File: config.mk
export PLATFORM = sky130hd
export DESIGN_NAME = adc_scan_sequencer
export DESIGN_NICKNAME = d
export VERILOG_FILES = /design/src/rtl/adc_scan_sequencer.sv
export SDC_FILE = /design/constraint.sdc
export NUM_CORES = 1
export LEC_CHECK = 0
export ABC_AREA = 1
export CORE_AREA = 2 2 110 112
export CTS_CLUSTER_DIAMETER = 40
export DETAILED_ROUTE_END_ITERATION = 8
export DIE_AREA = 0 0 112 114
export DONT_BUFFER_PORTS = 1
export PLACE_DENSITY_LB_ADDON = 0.15
export SLEW_MARGIN = 5
export SYNTH_ARGS = -nofsm -noshare
export SYNTH_HDL_FRONTEND = slang
export SYNTH_SLANG_ARGS = --single-unit
File: constraint.sdc
create_clock -name clk -period 7.5 [get_ports clk]
set_clock_uncertainty 0.2 [all_clocks]
set_input_delay 1.5 -clock clk [delete_from_list [all_inputs] [get_ports clk]]
set_output_delay 1.5 -clock clk [all_outputs]
set_load 0.05 [all_outputs]
File: src/rtl/adc_scan_sequencer.sv
// rtl/adc_scan_sequencer.sv - frame-periodic ADC channel scanner with per-channel holding registers
// Define ADC_SEQ_FILTER_EN to build a first-order IIR smoother into every holding slot.
module adc_scan_sequencer #(
    parameter int NUM_CH         = 4,
    parameter int CH_BASE        = 1,
    parameter int FRAME_CYCLES   = 50000,
    parameter int TIMEOUT_CYCLES = 255
) (
    input  logic                 clk,
    input  logic                 reset,
    input  logic                 enable,
    input  logic [NUM_CH-1:0]    ch_mask,
    output logic                 cmd_valid,
    output logic [4:0]           cmd_channel,
    output logic                 cmd_sop,
    output logic                 cmd_eop,
    input  logic                 cmd_ready,
    input  logic                 rsp_valid,
    input  logic [4:0]           rsp_channel,
    input  logic [11:0]          rsp_data,
    output logic [NUM_CH*12-1:0] sample_data,
    output logic [NUM_CH-1:0]    sample_strobe,
    output logic                 frame_done,
    output logic                 err_timeout,
    output logic                 err_mismatch,
    input  logic                 err_clear
);

    localparam int IW = (NUM_CH > 1) ? $clog2(NUM_CH) : 1;
    localparam int FW = (FRAME_CYCLES > 1) ? $clog2(FRAME_CYCLES) : 1;
    localparam int TW = (TIMEOUT_CYCLES > 0) ? $clog2(TIMEOUT_CYCLES + 1) : 1;

    typedef enum logic [2:0] {
        IDLE,
        ISSUE,
        WAIT_RSP,
        ADVANCE,
        DONE
    } state_t;

    state_t            state;
    state_t            state_nxt;
    logic [FW-1:0]     frame_cnt;
    logic              tick;
    logic [NUM_CH-1:0] mask_q;
    logic [IW-1:0]     idx;
    logic [IW-1:0]     first_idx;
    logic [IW-1:0]     next_idx;
    logic              next_found;
    logic [TW-1:0]     tmo_cnt;
    logic [4:0]        exp_ch;
    logic              rsp_hit;
    logic              timeout_hit;
    logic              mismatch_hit;
    logic [11:0]       slot [NUM_CH];

    always_ff @(posedge clk or posedge reset) begin
        if (reset) begin
            frame_cnt <= '0;
        end else if (!enable || frame_cnt == FW'(FRAME_CYCLES - 1)) begin
            frame_cnt <= '0;
        end else begin
            frame_cnt <= frame_cnt + 1'b1;
        end
    end

    assign tick = enable && (frame_cnt == FW'(FRAME_CYCLES - 1));

    // Lowest set bit of the live mask for frame start; next set bit above idx of the latched mask.
    always_comb begin
        first_idx  = '0;
        next_idx   = '0;
        next_found = 1'b0;
        for (int i = NUM_CH - 1; i >= 0; i--) begin
            if (ch_mask[i]) begin
                first_idx = IW'(i);
            end
            if (mask_q[i] && (IW'(i) > idx)) begin
                next_idx   = IW'(i);
                next_found = 1'b1;
            end
        end
    end

    assign exp_ch       = 5'(CH_BASE) + 5'(idx);
    assign rsp_hit      = (state == WAIT_RSP) && rsp_valid && (rsp_channel == exp_ch);
    assign timeout_hit  = (state == WAIT_RSP) && !rsp_hit && (tmo_cnt == TW'(TIMEOUT_CYCLES));
    assign mismatch_hit = rsp_valid && !rsp_hit;

    always_ff @(posedge clk or posedge reset) begin
        if (reset) begin
            state <= IDLE;
        end else begin
            state <= state_nxt;
        end
    end

    // Enable is only consulted between channels so an accepted command always sees its response.
    always_comb begin
        state_nxt = state;
        case (state)
            IDLE: begin
                if (tick && (|ch_mask)) begin
                    state_nxt = ISSUE;
                end
            end
            ISSUE: begin
                if (cmd_ready) begin
                    state_nxt = WAIT_RSP;
                end
            end
            WAIT_RSP: begin
                if (rsp_hit || timeout_hit) begin
                    state_nxt = ADVANCE;
                end
            end
            ADVANCE: begin
                if (!enable) begin
                    state_nxt = IDLE;
                end else if (next_found) begin
                    state_nxt = ISSUE;
                end else begin
                    state_nxt = DONE;
                end
            end
            DONE: begin
                state_nxt = IDLE;
            end
            default: begin
                state_nxt = IDLE;
            end
        endcase
    end

    always_comb begin
        cmd_valid   = (state == ISSUE);
        cmd_channel = (state == ISSUE) ? exp_ch : 5'd0;
        cmd_sop     = (state == ISSUE);
        cmd_eop     = (state == ISSUE);
        frame_done  = (state == DONE);
    end

    always_ff @(posedge clk or posedge reset) begin
        if (reset) begin
            mask_q  <= '0;
            idx     <= '0;
            tmo_cnt <= '0;
        end else begin
            if (state == IDLE && tick && (|ch_mask)) begin
                mask_q <= ch_mask;
                idx    <= first_idx;
            end else if (state == ADVANCE && next_found) begin
                idx <= next_idx;
            end
            if (state == WAIT_RSP) begin
                tmo_cnt <= tmo_cnt + 1'b1;
            end else begin
                tmo_cnt <= '0;
            end
        end
    end

    always_ff @(posedge clk or posedge reset) begin
        if (reset) begin
            err_timeout  <= 1'b0;
            err_mismatch <= 1'b0;
        end else begin
            if (timeout_hit) begin
                err_timeout <= 1'b1;
            end else if (err_clear) begin
                err_timeout <= 1'b0;
            end
            if (mismatch_hit) begin
                err_mismatch <= 1'b1;
            end else if (err_clear) begin
                err_mismatch <= 1'b0;
            end
        end
    end

`ifdef ADC_SEQ_FILTER_EN
    logic primed [NUM_CH];

    function automatic logic [11:0] iir_step(input logic [11:0] cur, input logic [11:0] smp);
        logic signed [13:0] diff;
        logic signed [13:0] sum;
        diff = $signed({2'b00, smp}) - $signed({2'b00, cur});
        sum  = $signed({2'b00, cur}) + (diff >>> 2);
        return sum[11:0];
    endfunction

    always_ff @(posedge clk or posedge reset) begin
        if (reset) begin
            sample_strobe <= '0;
            for (int i = 0; i < NUM_CH; i++) begin
                slot[i]   <= '0;
                primed[i] <= 1'b0;
            end
        end else begin
            sample_strobe <= '0;
            for (int i = 0; i < NUM_CH; i++) begin
                if (rsp_hit && idx == IW'(i)) begin
                    sample_strobe[i] <= 1'b1;
                    primed[i]        <= 1'b1;
                    slot[i]          <= primed[i] ? iir_step(slot[i], rsp_data) : rsp_data;
                end
            end
        end
    end
`else
    always_ff @(posedge clk or posedge reset) begin
        if (reset) begin
            sample_strobe <= '0;
            for (int i = 0; i < NUM_CH; i++) begin
                slot[i] <= '0;
            end
        end else begin
            sample_strobe <= '0;
            for (int i = 0; i < NUM_CH; i++) begin
                if (rsp_hit && idx == IW'(i)) begin
                    sample_strobe[i] <= 1'b1;
                    slot[i]          <= rsp_data;
                end
            end
        end
    end
`endif

    always_comb begin
        sample_data = '0;
        for (int i = 0; i < NUM_CH; i++) begin
            sample_data[12*i +: 12] = slot[i];
        end
    end

endmodule

# Yosys cells after proc, flatten, opt, wreduce, memory -nomap -nowiden
# Cells that the tools add are included.
# word_totals
register_bits	87
inputBits	27
out_inout_bits	63
word_cells	91
# op_classes
addsub	3
magnitude_cmp	4
n_eq_ne	13
n_mux	30
n_reduce_logical	29
# op_table
op	n
$mux W2	10
$logic_and A1 B1 Y1	18
$mux W3	6
$add A16 B1 Y16 const B	1
$eq A16 B16 Y1 const B	1
$mux W16	1
$pmux W3 S4	1
$mux W1	11
$add A8 B1 Y8 const B	1
$eq A8 B8 Y1 const B	1
$mux W8	1
$eq A3 B2 Y1 const B	2
$reduce_bool A2 Y1	3
$eq A5 B3 Y1	1
$eq A2 B2 Y1 const B	2
$gt A1 B2 Y1 const A	2
$gt A2 B2 Y1 const A	2
$ne A2 B1 Y1 const B	2
$reduce_or A4 Y1	1
$add A1 B2 Y3 const A	1
$eq A3 B1 Y1 const B	1
$eq A3 B3 Y1 const B	1
$logic_not A3 Y1	1
$reduce_and A3 Y1	1
5 further kinds	7

# Depth between registers and ports, before layout
# Gate-level depths: netlist of run 1.
# depth
ltp_word	9
depth_mapped	10
mapped_depth_nobuf	10

# Worst setup path before layout of run 1
# OpenSTA, ideal clock, no wires.
# synth_timing
path_kind	reg-to-output
from	reg state[1]
to	out cmd_channel[0]
arrival_time_ps	2664
required_time_ps	5800
path_slack_ps	3136
stages_incl_launch_ff	4
n_path_buf	0
path_cell_list	dfrtp_1 nor3_1 inv_1 nor2_1
# synth_between
elab_chain_len	2
# synth_rtl
item	line	rtl
start, declared	41	state_t state;
start signal, assigned	94	state <= state_nxt;
$eq A3 B1 Y1	n/a	
named net cmd_eop	16	output logic cmd_eop,
$mux W3	137	cmd_channel = (state == ISSUE) ? exp_ch : 5'd0;
end, declared	14	output logic [4:0] cmd_channel,
# The timed path passes the listed nets, and every way through them passes these cells.

# Final worst setup path of run 1
# Same ends and word-level chain as after synthesis.

==> results.py, run 1 <==
metrics = {
    "global_routing": {
        "grt_pass1_wl_um": 14000,
        "grt_pass1_vias": 2753,
        "grt_usage_pct": 13.9,
        "antenna_found_initial": 0,
        "overflow": 0,
        "grt_start_max_net_pins": 85,
    },
    "synth": {
        "synthMuxAreaShare_pct": 0,
        "synthTopCellsByArea": "dfrtp_1, nand2_1, o21ai_1",
        "yosys.area_share.simple_pct": 23.4,
        "synth.avg_cell_area_um2": 9.06,
        "synth_top_family_by_area": "simple AND/OR/NAND/NOR gates",
        "synth-compound-area-share_pct": 10.2,
        "syn_inst": 438,
        "yosys.area.top_type_share_pct": 54.2,
        "synth.distinct_cells": 32,
        "synth_seq_area_share_pct": 54.2,
        "ys_warn_count": 0,
        "yosys.area.top_type": "dfrtp_1",
        "synth_seq_cells": 86,
        "synth_area_mm2": 0.00397,
        "synth_fa_ha_area_share_pct": 2.21,
        "synth_xor_area_share_pct": 1.54,
    },
    "timing": {
        "fmax_ghz": 0.261,
        "drv_slew": 0,
        "setup-violations-final": 0,
        "fin_worst_hold_slack_ps": 262,
        "hold_viol_final": 0,
        "worst_pin_slew_ps": 1080,
        "setup_tns_ps": 0,
        "rsz0062_at_grt": "no",
        "final.period_utilization_pct": 51.1,
        "period_needed_ps": 3830,
        "slew_headroom_pct": 28.3,
    },
    "die": {
        "die-area_mm2": 0.0128,
        "die_height_um": 114,
        "initial_utilization_pct": 33.9,
        "row_count": 40,
        "io_pins": 90,
        "die_w_um": 112,
        "coreArea_mm2": 0.0117,
    },
    "outcome": {
        "outcome": "finished, final reports clean",
    },
    "routing": {
        "dr.pass1.iters": 4,
        "routedWlPerCell_um": 14.2,
        "initialDrtViolationCount": 165,
        "drc": 0,
        "via_count": 2777,
        "routed_via_density": 4.68,
        "ant_nets": 0,
        "drt-total-wl_um": 8450,
    },
    "pwr": {
        "clkPwrFrac_pct": 38.8,
        "vdd_ir_drop_max_uv": 82.6,
        "design_power_total_mw": 1.18,
        "switching_share_pct": 31.6,
        "p_leak_nw": 2.18,
        "p_switching_uw": 373,
        "internal-power_uw": 807,
        "powerDensity_mw_per_mm2": 269,
        "comb_power_share_pct": 14.0,
        "seqPwrFrac_pct": 47.2,
    },
    "hold_path": {
        "hold_class": "reg2reg",
        "hold_path_depth": 1,
    },
    "worst_setup_path": {
        "startpoint_type": "flip-flop",
        "critical_path.endpoint_type": "output port",
        "cp.arrival_ps": 2130,
        "criticalPathCategory": "reg2out",
        "crit_fanout": 5,
        "worstPathRequired_ps": 5800,
        "rr_worst_depth": 9,
    },
    "clock_network": {
        "cts_setup_buffers": 0,
        "cts.sinks": 86,
        "cts_max_level": 3,
        "cts-root-buf": "clkbuf_16",
        "post_cts_resized": 0,
        "cts_hold_buf": 0,
        "clk_pin_slew_ps": 60,
        "cts_buffers": 9,
        "insertion_delay_ps": 340,
        "cts_tree": "yes",
        "clockBufferDepth": 2,
    },
    "cells_and_area": {
        "fill_cells": 1211,
        "seqCellArea_mm2": 0.00215,
        "fin_nets": 476,
        "antennaDiodeCount": 0,
        "final_cells": 594,
        "final_area_mm2": 0.00439,
        "multi_input_area_mm2": 0.00149,
        "layout-drive-gt1-share_pct": 10.5,
        "areaGrowthSynthToFinish_pct": 10.5,
    },
    "placement": {
        "dp.cells": 578,
        "io_buffers": 0,
        "dp_hpwl_um": 5980,
        "gp_congestion": 0.809,
        "dpl_cell_area_mm2": 0.00408,
    },
    "flow_run": {
        "drv_cap": 0,
    },
}
==> power groups by stage <==
stage	Sequential [mW]	Combinational [mW]	Clock (mW)
finish	0.557	0.165	0.458
global route	0.560	0.183	0.492
CTS	0.557	0.168	0.471
detailed placement	0.566	0.168	0
global placement	0.564	0.166	0
floorplan	0.559	0.141	0
==> kinds of logic after synthesis <==
family / Yosys count
fa+ha+maj: 7
xor+xnor: 7
other cells: 1
simple gates: 197
flops: 86
buf+inv: 68
compound gates: 72
==> placed cells by master, fill, tap and decap left out, types with 2 or more instances in the layout <==
| cell | synthesis | final |
|---|---|---|
| nor3_1 | 9 | 8 |
| buf_4 | 4 | 3 |
| nand4_1 | 5 | 5 |
| clkinvlp_4 | 0 | 2 |
| o21ai_2 | 9 | 9 |
| o21ai_0 | 11 | 11 |
| clkbuf_8 | 0 | 2 |
| clkbuf_16 | 0 | 9 |
| nor2_4 | 2 | 2 |
| nand2_1 | 106 | 106 |
| inv_1 | 51 | 50 |
| a21oi_1 | 10 | 10 |
| conb_1 | 1 | 2 |
| nor2_1 | 43 | 43 |
| dfrtp_1 | 86 | 86 |
| o21ai_1 | 39 | 39 |
| inv_2 | 3 | 3 |
| nand3_1 | 19 | 19 |
| or2_2 | 2 | 2 |
| xor2_1 | 6 | 6 |
| ha_1 | 7 | 7 |
| nand3_4 | 5 | 5 |
==> worst max-delay path, stage by stage, from the launching register on <==
cell,delay (ps)
dfrtp_1,450
nor3_2,170
buf_4,320
inv_1,150
nor2_1,710
==> layout make-up <==
| cell class | instances | area share [%] |
|---|---|---|
| Inverter | 56 | 4.88 |
| Multi-Input combinational cell | 285 | 34.0 |
| Timing Repair Buffer | 4 | 0.770 |
| Clock buffer | 12 | 5.85 |
| Sequential cell | 86 | 49.1 |
| Tap cell | 147 | 4.19 |
| Clock inverter | 4 | 1.23 |
==> registers in the layout, indices dropped and copies added (netlist names) <==
signal,cells
idx,2
state,3
err_mismatch,1
sample_strobe,4
mask_q,3
err_timeout,1
sample_data,48
tmo_cnt,8
frame_cnt,16
==> synth_stat cells <==
master and count:
nand2_1 106, dfrtp_1 86, inv_1 51, nor2_1 43, o21ai_1 39, nand3_1 19, o21ai_0 11, a21oi_1 10
nor3_1 9, o21ai_2 9, buf_6 8, ha_1 7, xor2_1 6, nand3_4 5, nand4_1 5, buf_4 4
inv_2 3, nor2_4 2, or2_2 2, and2_1 1, clkinv_1 1, conb_1 1, inv_4 1, nand2_4 1
nand4_2 1, nor2_8 1, nor3b_4 1, nor4_1 1, o211a_1 1, o21bai_1 1, o22ai_1 1, xnor2_1 1
==> through the flow <==
stage               setup slack [ps]  utilization [%]
finish                          3670             37.5
floorplan                       3140                -
detailed placement              4010             34.8
CTS                             3660             37.5
global placement                4050             34.8
global route                    3570             37.5
==> metal layers <==
layer | global-route usage (%) | vias up | wire [um]
li1 | - | 1397 | -
met1 | 17.9 | 1297 | 3880
met2 | 22.1 | 67 | 3950
met3 | 4.41 | 16 | 474
met4 | 5.45 | 0 | 145
met5 | 0 | - | 0
==> path summary, 6_finish.rpt <==
kind,start,end,slack (ps)
setup / recovery,state[1]$_DFFE_PP0P_,cmd_channel[0],3670
hold / removal,frame_cnt[0]$_DFF_PP0_,frame_cnt[0]$_DFF_PP0_,260
setup reg to reg,idx[0]$_DFFE_PP0P_,sample_data[42]$_DFFE_PP0P_,5250
hold reg to reg,frame_cnt[0]$_DFF_PP0_,frame_cnt[0]$_DFF_PP0_,260
max in group asynchronous,reset,tmo_cnt[4]$_DFF_PP0_,5190
min in group asynchronous,reset,sample_data[28]$_DFFE_PP0P_,680
(Power assumes the default switching activity.)
==> run 2: changes to the inputs <==
==> constraint.sdc (replaced) <==
create_clock -name clk -period 3.5 [get_ports clk]
set_clock_uncertainty 0.2 [all_clocks]
set_input_delay 0.7 -clock clk [delete_from_list [all_inputs] [get_ports clk]]
set_output_delay 0.7 -clock clk [all_outputs]
set_load 0.05 [all_outputs]
==> results.py, run 2 (same netlist as run 1, synthesis figures left out) <==
metrics = {
    "cells_and_area": {
        "fill_cells": 1224,
        "antennaDiodeCount": 0,
        "final_cells": 595,
        "multi_input_area_mm2": 0.00150,
        "final_common_cell": "nand2_1",
        "layout_common_cells": "nand2_1, dfrtp_1, inv_1, nor2_1, o21ai_1",
        "layout-drive-gt1-share_pct": 10.9,
        "largest_register_ffs": 48,
        "seqCellArea_mm2": 0.00215,
        "final_area_mm2": 0.00440,
        "areaGrowthSynthToFinish_pct": 10.9,
        "fin_nets": 477,
    },
    "worst_setup_path": {
        "crit_chain": "inv_1 > ha_1 > inv_1 > nor2_1 > buf_4",
        "rr_worst_depth": 9,
        "cp.arrival_ps": 1620,
        "max_stage_delay_ps": 440,
        "critPathSlowestCell": "dfrtp_1",
        "worstReg2RegStart": "idx[0]$_DFFE_PP0P_",
        "worstSetupEndpoint": "cmd_channel[1]",
        "worstReg2RegEnd": "sample_data[12]$_DFFE_PP0P_",
        "worstPathRequired_ps": 2600,
        "cpMostUsedCell": "inv_1",
        "crit_fanout": 6,
        "critical_path.endpoint_type": "output port",
        "criticalPathCategory": "reg2out",
        "r2r_slack_ps": 1320,
        "startpoint_type": "flip-flop",
        "cp-startpoint": "idx[0]$_DFFE_PP0P_",
    },
    "hold_path": {
        "hold_class": "in2async",
    },
    "global_routing": {
        "grt_start_max_net_pins": 53,
        "grt_usage_pct": 14.1,
        "antenna_found_initial": 0,
        "grt_pass1_vias": 2702,
        "overflow": 0,
        "grt_pass1_wl_um": 14000,
    },
    "routing": {
        "routedWlPerCell_um": 14.5,
        "drt-total-wl_um": 8610,
        "routed_via_density": 4.69,
        "initialDrtViolationCount": 117,
        "drc": 0,
        "dr.pass1.iters": 4,
        "via_count": 2788,
        "ant_nets": 0,
    },
    "timing": {
        "final.period_utilization_pct": 72.1,
        "postLayoutSetupSlackWorst_ps": 977,
        "period_needed_ps": 2520,
        "hold_viol_final": 0,
        "fmax_ghz": 0.396,
        "setup_tns_ps": 0,
        "slew_headroom_pct": 42.7,
        "worst_pin_slew_ps": 855,
        "fin_worst_hold_slack_ps": 106,
        "setup-violations-final": 0,
        "drv_slew": 0,
        "rsz0062_at_grt": "no",
    },
    "die": {
        "io_pins": 90,
        "initial_utilization_pct": 33.9,
        "die-area_mm2": 0.0128,
        "row_count": 40,
        "die_height_um": 114,
        "die_w_um": 112,
        "coreArea_mm2": 0.0117,
    },
    "pwr": {
        "seqPwrFrac_pct": 48.0,
        "powerDensity_mw_per_mm2": 567,
        "p_switching_uw": 837,
        "vdd_ir_drop_max_uv": 334,
        "internal-power_mw": 1.66,
        "switching_share_pct": 33.6,
        "comb_power_share_pct": 15.0,
        "clkPwrFrac_pct": 37.0,
        "p_leak_nw": 2.19,
    },
    "clock_network": {
        "post_cts_resized": 0,
        "insertion_delay_ps": 340,
        "cts.sinks": 86,
        "cts_setup_buffers": 0,
        "cts-root-buf": "clkbuf_16",
        "cts_hold_buf": 0,
        "clockBufferDepth": 2,
        "cts_max_level": 3,
        "cts_buffers": 9,
        "clk_pin_slew_ps": 60,
        "cts_tree": "yes",
    },
    "placement": {
        "dpl_cell_area_mm2": 0.00412,
        "gp_congestion": 0.815,
        "dp.cells": 579,
        "dp_hpwl_um": 6280,
        "preCtsSetupSlack_ps": 1310,
        "io_buffers": 0,
    },
    "outcome": {
        "outcome": "finished, final reports clean",
    },
    "flow_run": {
        "drv_cap": 0,
    },
}
==> run 2: cell count changes in the layout (fill, tap and decap cells not counted), sizes merged <==
cell	before	now
clkinv	2	5
buf	4	5
bufinv	1	0
clkbuf	12	11
clkinvlp	2	1
==> run 2: critical path, delay by kind of cell (launching register included) <==
family / cells / cell delay (ps)
fa+ha+maj: 1 / 310
buf+inv: 3 / 390
flops: 1 / 440
simple gates: 1 / 130
==> run 2: layout make-up <==
class,instances,share of cell area [%]
multi-input combinational,285,34.2
clock inverter,5,0.966
sequential,86,48.9
tap,147,4.18
clock buffer,11,5.51
timing repair buffer,5,1.42
inverter,56,4.86
==> run 2: power by group through the flow <==
stage          logic [mW]  clock network, mW  registers (mW)
6_report            0.374              0.923            1.20
5_1_grt             0.411              0.997            1.20
4_1_cts             0.381              0.965            1.20
3_5_place_dp        0.381                  0            1.22
3_3_place_gp        0.378                  0            1.21
2_1_floorplan       0.303                  0            1.20
==> run 2: how the worst min path moves through the flow <==
stage / depth (start not counted) / startpoint / endpoint / slack [ps]
4_1_cts: 1 / reset / frame_cnt[13]$_DFF_PP0_ / 120
3_5_place_dp: 1 / tmo_cnt[0]$_DFF_PP0_ / tmo_cnt[0]$_DFF_PP0_ / 250
2_1_floorplan: 1 / tmo_cnt[0]$_DFF_PP0_ / tmo_cnt[0]$_DFF_PP0_ / 230
5_1_grt: 1 / reset / frame_cnt[12]$_DFF_PP0_ / 140
3_3_place_gp: 1 / tmo_cnt[0]$_DFF_PP0_ / tmo_cnt[0]$_DFF_PP0_ / 240
6_report: 1 / reset / frame_cnt[12]$_DFF_PP0_ / 110
==> run 2: stage by stage <==
step | util, % | power (mW)
global route | 37.6 | 2.61
global placement | 35.1 | 1.59
floorplan | - | 1.50
finish | 37.6 | 2.49
detailed placement | 35.1 | 1.60
CTS | 37.6 | 2.54
==> run 2: layer usage <==
layer  routed length (um)  global-route usage, %  up-vias
met5                    0                      0        -
met4                  178                   6.42        0
met3                  490                   4.84       12
met2                 4120                   22.7       58
met1                 3830                   17.2     1313
li1                     -                      -     1405
==> run 3: changes to the inputs <==
==> constraint.sdc (replaced) <==
create_clock -name clk -period 2.2 [get_ports clk]
set_clock_uncertainty 0.2 [all_clocks]
set_input_delay 0.44 -clock clk [delete_from_list [all_inputs] [get_ports clk]]
set_output_delay 0.44 -clock clk [all_outputs]
set_load 0.05 [all_outputs]
==> results.py, run 3 (same netlist as run 1, synthesis figures left out) <==
metrics = {
    "timing": {
        "final.period_utilization_pct": 96.9,
        "rsz0062_at_grt": "yes",
        "period_needed_ps": 2130,
        "setup-violations-final": 0,
        "slew_headroom_pct": 64.7,
        "drv_slew": 0,
        "hold_viol_final": 0,
        "fmax_ghz": 0.469,
        "postLayoutSetupSlackWorst_ps": 68.7,
        "worst_pin_slew_ps": 530,
        "setup_tns_ps": 0,
    },
    "clock_network": {
        "clk_pin_slew_ps": 60,
        "insertion_delay_ps": 340,
        "cts_tree": "yes",
        "cts-root-buf": "clkbuf_16",
        "cts_buffers": 9,
        "cts.sinks": 86,
        "clockBufferDepth": 2,
        "cts_max_level": 3,
    },
    "hold_path": {
        "hold_path_depth": 1,
        "hold_class": "in2reg",
    },
    "worst_setup_path": {
        "critical_path.endpoint_type": "output port",
        "crit_chain": "nor3_4 > inv_2 > nor2_2 > buf_6",
        "crit_fanout": 5,
        "criticalPathCategory": "reg2out",
        "max_stage_delay_ps": 450,
        "worstPathRequired_ps": 1560,
        "cp.arrival_ps": 1490,
        "critPathSlowestCell": "dfrtp_2",
        "startpoint_type": "flip-flop",
        "rr_worst_depth": 9,
    },
    "outcome": {
        "outcome": "finished, final reports clean",
    },
    "routing": {
        "dr.pass1.iters": 4,
        "routedWlPerCell_um": 14.7,
        "routed_via_density": 4.73,
        "ant_nets": 0,
        "via_count": 2877,
        "drt-total-wl_um": 8910,
        "drc": 0,
        "initialDrtViolationCount": 128,
    },
    "die": {
        "coreArea_mm2": 0.0117,
        "initial_utilization_pct": 33.9,
        "io_pins": 90,
        "row_count": 40,
        "die_height_um": 114,
        "die-area_mm2": 0.0128,
        "die_w_um": 112,
    },
    "placement": {
        "io_buffers": 0,
        "preCtsSetupSlack_ps": 77.5,
        "gp_congestion": 0.775,
        "dp_hpwl_um": 6050,
        "dpl_cell_area_mm2": 0.00414,
    },
    "global_routing": {
        "grt_usage_pct": 14.0,
        "antenna_found_initial": 0,
        "grt_pass1_wl_um": 14200,
        "grt_start_max_net_pins": 87,
        "overflow": 0,
        "grt_pass1_vias": 2845,
    },
    "cells_and_area": {
        "final_common_cell": "nand2_1",
        "fin_nets": 490,
        "areaGrowthSynthToFinish_pct": 14.8,
        "layout_common_cells": "nand2_1, dfrtp_1, inv_1, nor2_1, o21ai_1",
        "largest_register_ffs": 48,
        "antennaDiodeCount": 0,
        "layout-drive-gt1-share_pct": 15.2,
        "final_area_mm2": 0.00456,
    },
    "flow_run": {
        "drv_cap": 0,
    },
    "pwr": {
        "vdd_ir_drop_max_uv": 376,
        "p_leak_nw": 2.23,
        "powerDensity_mw_per_mm2": 868,
    },
}
run 3: worst max-delay path, delay by kind of cell (launching register included):
kind                   cells  cell delay, ps
AND/OR/NAND/NOR            2             410
buffers and inverters      2             290
flip-flops                 1             450
run 3: power breakdown:
part / leakage (nW) / internal, mW / switching (mW)
Sequential: 1.18 / 1.66 / 0.234
Clock: 0.130 / 0.767 / 0.612
Combinational: 0.921 / 0.223 / 0.453
run 3: area by class of cell:
cell class                 instances  area [um^2]
inverter                          56          216
fill                            1198         7160
tap                              147          184
clock buffer                      11          233
multi-input combinational        287         1560
clock inverter                     5         35.0
sequential                        86         2150
timing repair buffer              16          171
run 3: per-layer routing:
| metal | share of wire [%] | track usage, % | vias up |
|---|---|---|---|
| met5 | 0 | 0 | - |
| met1 | 44 | 17.9 | 1356 |
| li1 | - | - | 1439 |
| met3 | 5.5 | 3.56 | 12 |
| met2 | 48 | 22.6 | 70 |
| met4 | 1.9 | 6.34 | 0 |
run 3: path summary, 6_finish.rpt:
kind                                 startpoint  slack (ps)                          end
setup / recovery           state[1]$_DFFE_PP0P_          70               cmd_channel[1]
hold / removal                        err_clear           8      err_timeout$_DFFE_PP0P_
setup reg to reg             idx[1]$_DFFE_PP0P_         120   sample_data[1]$_DFFE_PP0P_
hold reg to reg            tmo_cnt[0]$_DFF_PP0_         250         tmo_cnt[0]$_DFF_PP0_
max in group asynchronous                 reset         910         state[0]$_DFFE_PP0P_
min in group asynchronous                 reset         490  sample_data[28]$_DFFE_PP0P_
run 3: repair_timing:
item	CTS	global route
setup endpoints to repair	3	51
pin swaps	0	5
setup buffers	0	7
gates cloned	0	2
hold buffers	1	0
endpoints found under the hold margin	86	0
resized for setup	4	10
run 3: stage by stage:
step / utilization (%) / hold slack (ps) / power (mW) / cells
final: 38.9 / 8.42 / 3.95 / 608
after CTS: 37.9 / 1.43 / 3.96 / 599
after global placement: 35.4 / 247 / 2.54 / 582
after global routing: 38.9 / 19.2 / 4.15 / 608
after floorplan: - / 231 / 2.40 / 439
after detailed placement: 35.4 / 253 / 2.54 / 582
